File: config.mk
export PLATFORM = sky130hd
export DESIGN_NAME = seq_divider_flat
export DESIGN_NICKNAME = d
export VERILOG_FILES = /design/src/rtl/seq_divider_if.sv /design/src/rtl/seq_divider.sv /design/src/flat_wrapper.sv
export SDC_FILE = /design/constraint.sdc
export NUM_CORES = 1
export LEC_CHECK = 0
export BUFFER_PORTS_ARGS = -buffer_cell sky130_fd_sc_hd__buf_4
export CORE_MARGIN = 3
export CORE_UTILIZATION = 54
export CTS_BUF_LIST = sky130_fd_sc_hd__clkbuf_4 sky130_fd_sc_hd__clkbuf_8
export DETAILED_ROUTE_END_ITERATION = 7
export PLACE_DENSITY = 0.8
export SKIP_LAST_GASP = 1
export SLEW_MARGIN = 20
export SYNTH_ARGS = -nofsm -noshare
export SYNTH_HDL_FRONTEND = slang
export SYNTH_SLANG_ARGS = --single-unit
File: constraint.sdc
create_clock -name clk -period 3 [get_ports clk]
set_clock_uncertainty 0.05 [all_clocks]
set_input_delay 0.45 -clock clk [delete_from_list [all_inputs] [get_ports clk]]
set_output_delay 0.45 -clock clk [all_outputs]
set_load 0.005 [all_outputs]
File: src/rtl/seq_divider_if.sv
// Handshake and result bundle for seq_divider: the requester owns start and the
// operands, the divider owns the status and result signals.
`timescale 1ns/1ps
interface seq_divider_if #(
    parameter int WIDTH = 32
);
    logic             start;
    logic [WIDTH-1:0] dividend;
    logic [WIDTH-1:0] divisor;
    logic             busy;
    logic             done;
    logic [WIDTH-1:0] quotient;
    logic [WIDTH-1:0] remainder;
    logic             div_by_zero;

    modport master (
        output start, dividend, divisor,
        input  busy, done, quotient, remainder, div_by_zero
    );

    modport slave (
        input  start, dividend, divisor,
        output busy, done, quotient, remainder, div_by_zero
    );
endinterface

File: src/rtl/seq_divider.sv
// Sequential unsigned restoring divider: one quotient bit per clock, WIDTH cycles
// from accept to done, single-cycle divide-by-zero shortcut.
`timescale 1ns/1ps
module seq_divider #(
    parameter int WIDTH = 32
) (
    input  logic          clk,
    input  logic          rst,
    seq_divider_if.slave  bus
);
    localparam int CNT_W = $clog2(WIDTH + 1);

    typedef enum logic [1:0] {IDLE, RUN, DONE} state_t;

    state_t           state;
    logic [WIDTH-1:0] d_reg;
    logic [WIDTH-1:0] q_reg;
    logic [WIDTH-1:0] r_reg;
    logic [CNT_W-1:0] cnt;
    logic             zero_flag;

    logic [WIDTH:0]   trial;
    logic [WIDTH:0]   diff;
    logic             fits;
    logic [WIDTH-1:0] r_next;
    logic [WIDTH-1:0] q_next;

    // The partial remainder always stays below the divisor, so the trial value is
    // below 2*D: the top bit of (trial - D) is a clean borrow, and a restored
    // remainder always fits WIDTH bits.
    // NOTE: every signal here is assigned on every path, so no latch is inferred.
    always_comb begin
        trial  = {r_reg, q_reg[WIDTH-1]};
        diff   = trial - {1'b0, d_reg};
        fits   = ~diff[WIDTH];
        r_next = fits ? diff[WIDTH-1:0] : trial[WIDTH-1:0];
        q_next = {q_reg[WIDTH-2:0], fits};
    end

    // NOTE: sequential state uses non-blocking assignments so every register
    // samples pre-edge values regardless of statement order.
    always_ff @(posedge clk) begin
        if (rst) begin
            state           <= IDLE;
            d_reg           <= '0;
            q_reg           <= '0;
            r_reg           <= '0;
            cnt             <= '0;
            zero_flag       <= 1'b0;
            bus.busy        <= 1'b0;
            bus.done        <= 1'b0;
            bus.quotient    <= '0;
            bus.remainder   <= '0;
            bus.div_by_zero <= 1'b0;
        end else begin
            bus.done <= 1'b0;
            case (state)
                IDLE, DONE: begin
                    if (bus.start) begin
                        d_reg     <= bus.divisor;
                        q_reg     <= bus.dividend;
                        r_reg     <= '0;
                        cnt       <= CNT_W'(WIDTH);
                        zero_flag <= (bus.divisor == '0);
                        bus.busy  <= 1'b1;
                        state     <= RUN;
                    end else begin
                        state <= IDLE;
                    end
                end
                RUN: begin
                    if (zero_flag) begin
                        // q_reg still holds the untouched dividend on this path.
                        bus.quotient    <= '1;
                        bus.remainder   <= q_reg;
                        bus.div_by_zero <= 1'b1;
                        bus.done        <= 1'b1;
                        bus.busy        <= 1'b0;
                        state           <= DONE;
                    end else begin
                        r_reg <= r_next;
                        q_reg <= q_next;
                        cnt   <= cnt - CNT_W'(1);
                        if (cnt == CNT_W'(1)) begin
                            bus.quotient    <= q_next;
                            bus.remainder   <= r_next;
                            bus.div_by_zero <= 1'b0;
                            bus.done        <= 1'b1;
                            bus.busy        <= 1'b0;
                            state           <= DONE;
                        end
                    end
                end
                default: begin
                    bus.busy <= 1'b0;
                    state    <= IDLE;
                end
            endcase
        end
    end
endmodule

File: src/flat_wrapper.sv
// flat-port wrapper written by rule: the top's interface ports become plain ports
module seq_divider_flat 
#(
    parameter int WIDTH = 32
)
  (clk, rst, bus_start, bus_dividend, bus_divisor, bus_busy, bus_done, bus_quotient, bus_remainder, bus_div_by_zero);
  seq_divider_if #(.WIDTH(WIDTH)) bus_i ();
  input  logic clk;
  input  logic rst;
  input wire logic [$bits(bus_i.start)-1:0] bus_start;
  input wire logic [$bits(bus_i.dividend)-1:0] bus_dividend;
  input wire logic [$bits(bus_i.divisor)-1:0] bus_divisor;
  output wire logic [$bits(bus_i.busy)-1:0] bus_busy;
  output wire logic [$bits(bus_i.done)-1:0] bus_done;
  output wire logic [$bits(bus_i.quotient)-1:0] bus_quotient;
  output wire logic [$bits(bus_i.remainder)-1:0] bus_remainder;
  output wire logic [$bits(bus_i.div_by_zero)-1:0] bus_div_by_zero;
  assign bus_i.start = bus_start;
  assign bus_i.dividend = bus_dividend;
  assign bus_i.divisor = bus_divisor;
  assign bus_busy = bus_i.busy;
  assign bus_done = bus_i.done;
  assign bus_quotient = bus_i.quotient;
  assign bus_remainder = bus_i.remainder;
  assign bus_div_by_zero = bus_i.div_by_zero;
  seq_divider #(.WIDTH(WIDTH)) u_core (.clk(clk), .rst(rst), .bus(bus_i));
endmodule
# Word level (Yosys, flattened, before mapping)
# Index checks and enable logic that the tools add are counted.
[word_totals]
register_bits = 172
latchBits = 0
ram_bits = 0
rom_bits = 0
inputBits = 67
out_inout_bits = 67
memories = 0
[op_classes]
addsub = 2
multipliers = 0
div = 0
n_lt_le_gt_ge = 0
eq_ne = 6
n_shift = 0
muxes = 25
bitwise_logic = 2
n_reduce_logical = 10
[op_table]
columns = ["operator", "n"]
rows = [
  ["32-bit two-way mux", 9],
  ["32-bit case mux with 2 select lines", 2],
  ["33-bit by 32-bit subtractor with 33-bit output", 1],
  ["32-bit logical NOT", 1],
  ["6-bit two-way mux", 2],
  ["6-bit case mux with 2 select lines", 1],
  ["1-bit two-way mux", 7],
  ["6-bit by 1-bit equality test with 1-bit output, second input constant", 1],
  ["2-bit AND reduction", 3],
  ["6-bit by 1-bit subtractor with 6-bit output, second input constant", 1],
  ["2-bit two-way mux", 2],
  ["2-bit inequality test, second input constant", 2],
  ["2-bit case mux with 2 select lines", 1],
  ["2-bit nonzero test", 2],
  ["2-bit OR reduction", 2],
  ["3-bit by 1-bit inequality test with 1-bit output, second input constant", 1],
  ["3-bit AND reduction", 1],
  ["2-bit by 1-bit equality test with 1-bit output, second input constant", 1],
  ["2-bit equality test, second input constant", 1],
  ["2-bit logical NOT", 1],
  ["1-bit inverter", 2],
  ["1-bit case mux with 2 select lines", 1],
]

# Longest topological paths before layout
[logic_depth]
word_depth = 4
ltp_mapped = 15

# Worst setup path after synthesis
# Ideal clock, no wire load.
[synth_timing]
kind = "register to register"
start = "register u_core.q_reg[31]"
end = "register u_core.bus.remainder[29]"
t_arrival_ps = 2877
slack_ps = 12
stages_incl_launch_ff = 15
synth_period_minus_slack_ps = 2988
cell_sequence = "dfxtp_1 -> inv_1 -> ha_1 -> inv_1 -> fa_1 -> a21oi_1 -> nor2b_1 -> a311oi_2 -> o22a_1 -> o211ai_1 -> or2_1 -> buf_2 -> buf_6 -> o41ai_2 -> o221a_1"
[synth_via]
elab_chain_len = 4
[synth_rtl]
columns = ["item", "line_no", "source"]
rows = [
  ["start: declaration", "seq_divider.sv:17", "logic [WIDTH-1:0] q_reg;"],
  ["start signal: assignment", "seq_divider.sv:61", "q_reg <= bus.dividend;"],
  ["start signal: assignment", "seq_divider.sv:82", "q_reg <= q_next;"],
  ["33-bit by 32-bit subtractor with 33-bit output", "seq_divider.sv:34", "diff = trial - {1'b0, d_reg};"],
  ["32-bit two-way mux", "seq_divider.sv:36", "r_next = fits ? diff[WIDTH-1:0] : trial[WIDTH-1:0];"],
  ["32-bit two-way mux", "seq_divider.sv:84", "if (cnt == CNT_W'(1)) begin"],
  ["32-bit two-way mux", "seq_divider.sv:72", "if (zero_flag) begin"],
  ["end signal: assignment", "seq_divider.sv:75", "bus.remainder <= q_reg;"],
  ["end signal: assignment", "seq_divider.sv:86", "bus.remainder <= r_next;"],
  ["end: declaration", "seq_divider_if.sv:23", "output busy, done, quotient, remainder, div_by_zero"],
]
# Every way passes these cells. The select of a mux whose other input is x is not followed.
# A chain may end at the register's enable or synchronous reset.

# Worst setup path after layout
[layout_timing]
start = "register u_core.q_reg[31]"
end = "register u_core.bus.remainder[4]"
# The elaborated chain is that of the path after synthesis.

==> metrics <==
syn_area_per_cell=7.68 um^2; Initial Utilization=0.554; cts bufs inserted=17; PD cells=672 nW/um^2; Max Root-Sink Buffers=2; DRC viols=0; failing checks=setup timing; Setup CP Type=register to register; Sink Count=172; switching share of power=0.375; n_diodes=0; WP data arrival=3.34 ns; initial antenna violation count=0; placed insts=1475; simple-gate share of the synthesized area=0.249; status=complete, but fails checks; routed len/inst=17.0 um; Synth Area in Compound Gates=0.206; NetSw=0.00279 W; Detail Route Antenna Nets=0; Chip Height=134 um; row count=46; slowest library cell on the worst path=fa_2; DR pass1 iterations=5; Internal Power=0.00465 W; Comb pwr share=0.432; Adder-Cell Fraction of Synth Area=0.0506; post-synthesis mux area share=0.0206; cell count after synthesis=1146; H-tree levels=4; Syn Nets=1248; Final Util=0.697; final worst setup slack=-0.0520 ns; vias per inst=5.84; CTS Root Cell=clkbuf_8; sequential fraction of the synthesis area=0.391; Reg clk slew, reported paths=0.09 ns; die width=134 um; count of cell types in the netlist=68; routed via count=8878; Worst path most repeated cell=inv_2; largest net degree at the start of global routing=76; layout net count=1393; Worst setup EP type=register; RSZ-0062 raised after global routing=true; drt total wl=25.8 mm; combinational family with the most area after synthesis=simple AND/OR/NAND/NOR gates; I/O Pins=134; Critical Path RT=3.29 ns; fin crit period=3.05 ns; fraction of registers with async set/reset=0; final hold violations=0; Clock power frac=0.218; synth warn=0; Max Transition Viols Final=0; DR iter-0 viols=670; Slew HR=0.448; Total Die Area=17900 um^2; Finished Cell Area=11100 um^2; Layout Cells excl Fill=1520; first-pass GRT wire length=40.2 mm; gr usage total=0.276; area grow syn2layout=25.9%; Finish-stage setup viols=11; synthesized area=8800 um^2; hold slack final=0.182 ns; Max Cap Viol=0; sequential share of power=0.350; CTS tree=done; crit-path cells=inv_2 > ha_4 > inv_2 > fa_2 > a21oi_2 > nor2b_2 > a311oi_4 > o22a_1 > o211ai_1 > buf_4 > nor2_4 > buf_12 > mux2i_1 > a2111oi_1; Pleak=4.55 nW; Placed Area=10300 um^2; share of layout cells above drive strength 1=0.242; core area=15900 um^2; gr ovfl total=0; vias in the first global route=8325; FMAX=328 MHz; dominant synthesized flop cell=dfxtp_1; gp weighted congestion=0.935; Post-synth EDFFs=0; I/O Buffers=133; Worst Hold Class=primary input to register; CP max stage delay=0.38 ns; latest clock arrival within the worst-skew pair=0.47 ns; Critical Path Fanout Max=12; crit start category=register; Final HPWL DP=18.3 mm; register bit total from synthesis=172; worst IR drop on VDD=0.000486 V; Post-Synth XOR/XNOR Area=0.0279; Slew @ Worst Pin=0.827 ns; Final period util=1.02
-- power by group through the flow --
stage	logic, W	registers (W)	clock network (W)
floorplan	0.00179	0.00259	0
global placement	0.00257	0.00264	0
detailed placement	0.00262	0.00264	0
CTS	0.00283	0.00259	0.00164
global route	0.00347	0.00262	0.00172
finish	0.00321	0.00260	0.00162
-- critical path: cells and delay by family, from the launching register on --
family,cells,cell delay [ns]
AND/OR/NAND/NOR,2,0.30
buffers and inverters,4,0.48
adder cells (fa/ha/maj),2,0.51
AO/OA/AOI/OAI,5,1.12
multiplexers,1,0.11
flip-flops,1,0.34
-- layout by cell type (no fill, tap or decap), types with 6 or more instances in the layout --
master and instances:
a311oi_1 32, o21ai_0 46, dfxtp_1 170, nor3_1 68, nand4_1 6, a21oi_2 12, xnor2_1 21, mux2i_1 10
inv_6 6, a2111oi_2 10, a21oi_1 84, ha_1 28, clkbuf_8 18, nor4_1 7, xor2_1 7, inv_1 40
o31ai_1 9, a21o_1 11, nor2_1 162, nand2_1 184, mux2i_2 7, a211oi_1 6, and2_1 9, nand3_1 14
nand2b_1 10, buf_4 198, nor2b_1 7
-- logic make-up after synthesis --
kind of cell               after synthesis
and+or+nand+nor                        500
AOI/OAI and AO/OA                      271
DFF                                    172
buffers and inverters                  122
adders and majority gates               35
xor gates and xnor gates                28
muxes                                   18
-- worst paths after layout --
| check | slack, ns | from | cells after the start | end |
|---|---|---|---|---|
| setup / recovery | -0.05 | u_core.q_reg[31]$_SDFFE_PP0P_ | 14 | u_core.bus.remainder[4]$_SDFFE_PP0P_ |
| hold / removal | 0.18 | bus_divisor[28] | 3 | u_core.d_reg[28]$_SDFFE_PP0P_ |
| setup reg to reg | -0.05 | u_core.q_reg[31]$_SDFFE_PP0P_ | 14 | u_core.bus.remainder[4]$_SDFFE_PP0P_ |
| hold reg to reg | 0.41 | u_core.d_reg[28]$_SDFFE_PP0P_ | 2 | u_core.d_reg[28]$_SDFFE_PP0P_ |
-- Yosys cell counts, drive strengths merged, types with 9 or more instances --
cell	n	area, um^2
nand2b	10	62.6
and2	9	56.3
ha	34	425
nand2	186	698
o31ai	10	75.1
a311oi	33	295
nor2	167	627
a2111oi	17	194
inv	42	158
xnor2	21	184
a21oi	96	484
nor2b	10	62.6
nand3	15	75.1
nor3	69	345
mux2i	17	170
buf	16	77.6
clkbuf	64	241
a21o	11	82.6
o21ai	54	270
dfxtp	172	3440
-- per-stage QoR --
| step | setup slack (ns) | TNS (ns) | power [W] |
|---|---|---|---|
| 3_3_place_gp | -0.0251 | -0.0253 | 0.00521 |
| 5_1_grt | -0.150 | -2.92 | 0.00782 |
| 4_1_cts | -0.0330 | -0.127 | 0.00706 |
| 2_1_floorplan | 0.0122 | 0 | 0.00438 |
| 6_report | -0.0520 | -0.195 | 0.00744 |
| 3_5_place_dp | -0.122 | -1.57 | 0.00526 |
-- routing by layer --
metal	vias to the layer above	GRT usage	part of all wire
li1	4290	-	-
met2	298	0.480	0.50
met1	4229	0.337	0.41
met5	-	0	0
met3	61	0.0517	0.055
met4	0	0.113	0.034
-- area by class of cell --
type	count	area [um^2]
Timing Repair Buffer	206	1620
Fill cell	1350	4810
Inverter	42	158
Clock inverter	13	131
Sequential cell	172	3450
Clock buffer	19	255
Multi-Input combinational cell	852	5190
Tap cell	216	270
-- timing repair --
action / 4_1_cts / 5_1_grt
pin swaps: 9 / 12
hold buffers: 0 / 0
setup endpoints to repair: 46 / 62
gates cloned: 1 / 0
buffers inserted: 3 / 10
resized for setup: 12 / 68
hold endpoints to repair: 0 / 0
No activity file was read; power rests on OpenSTA's default activity.
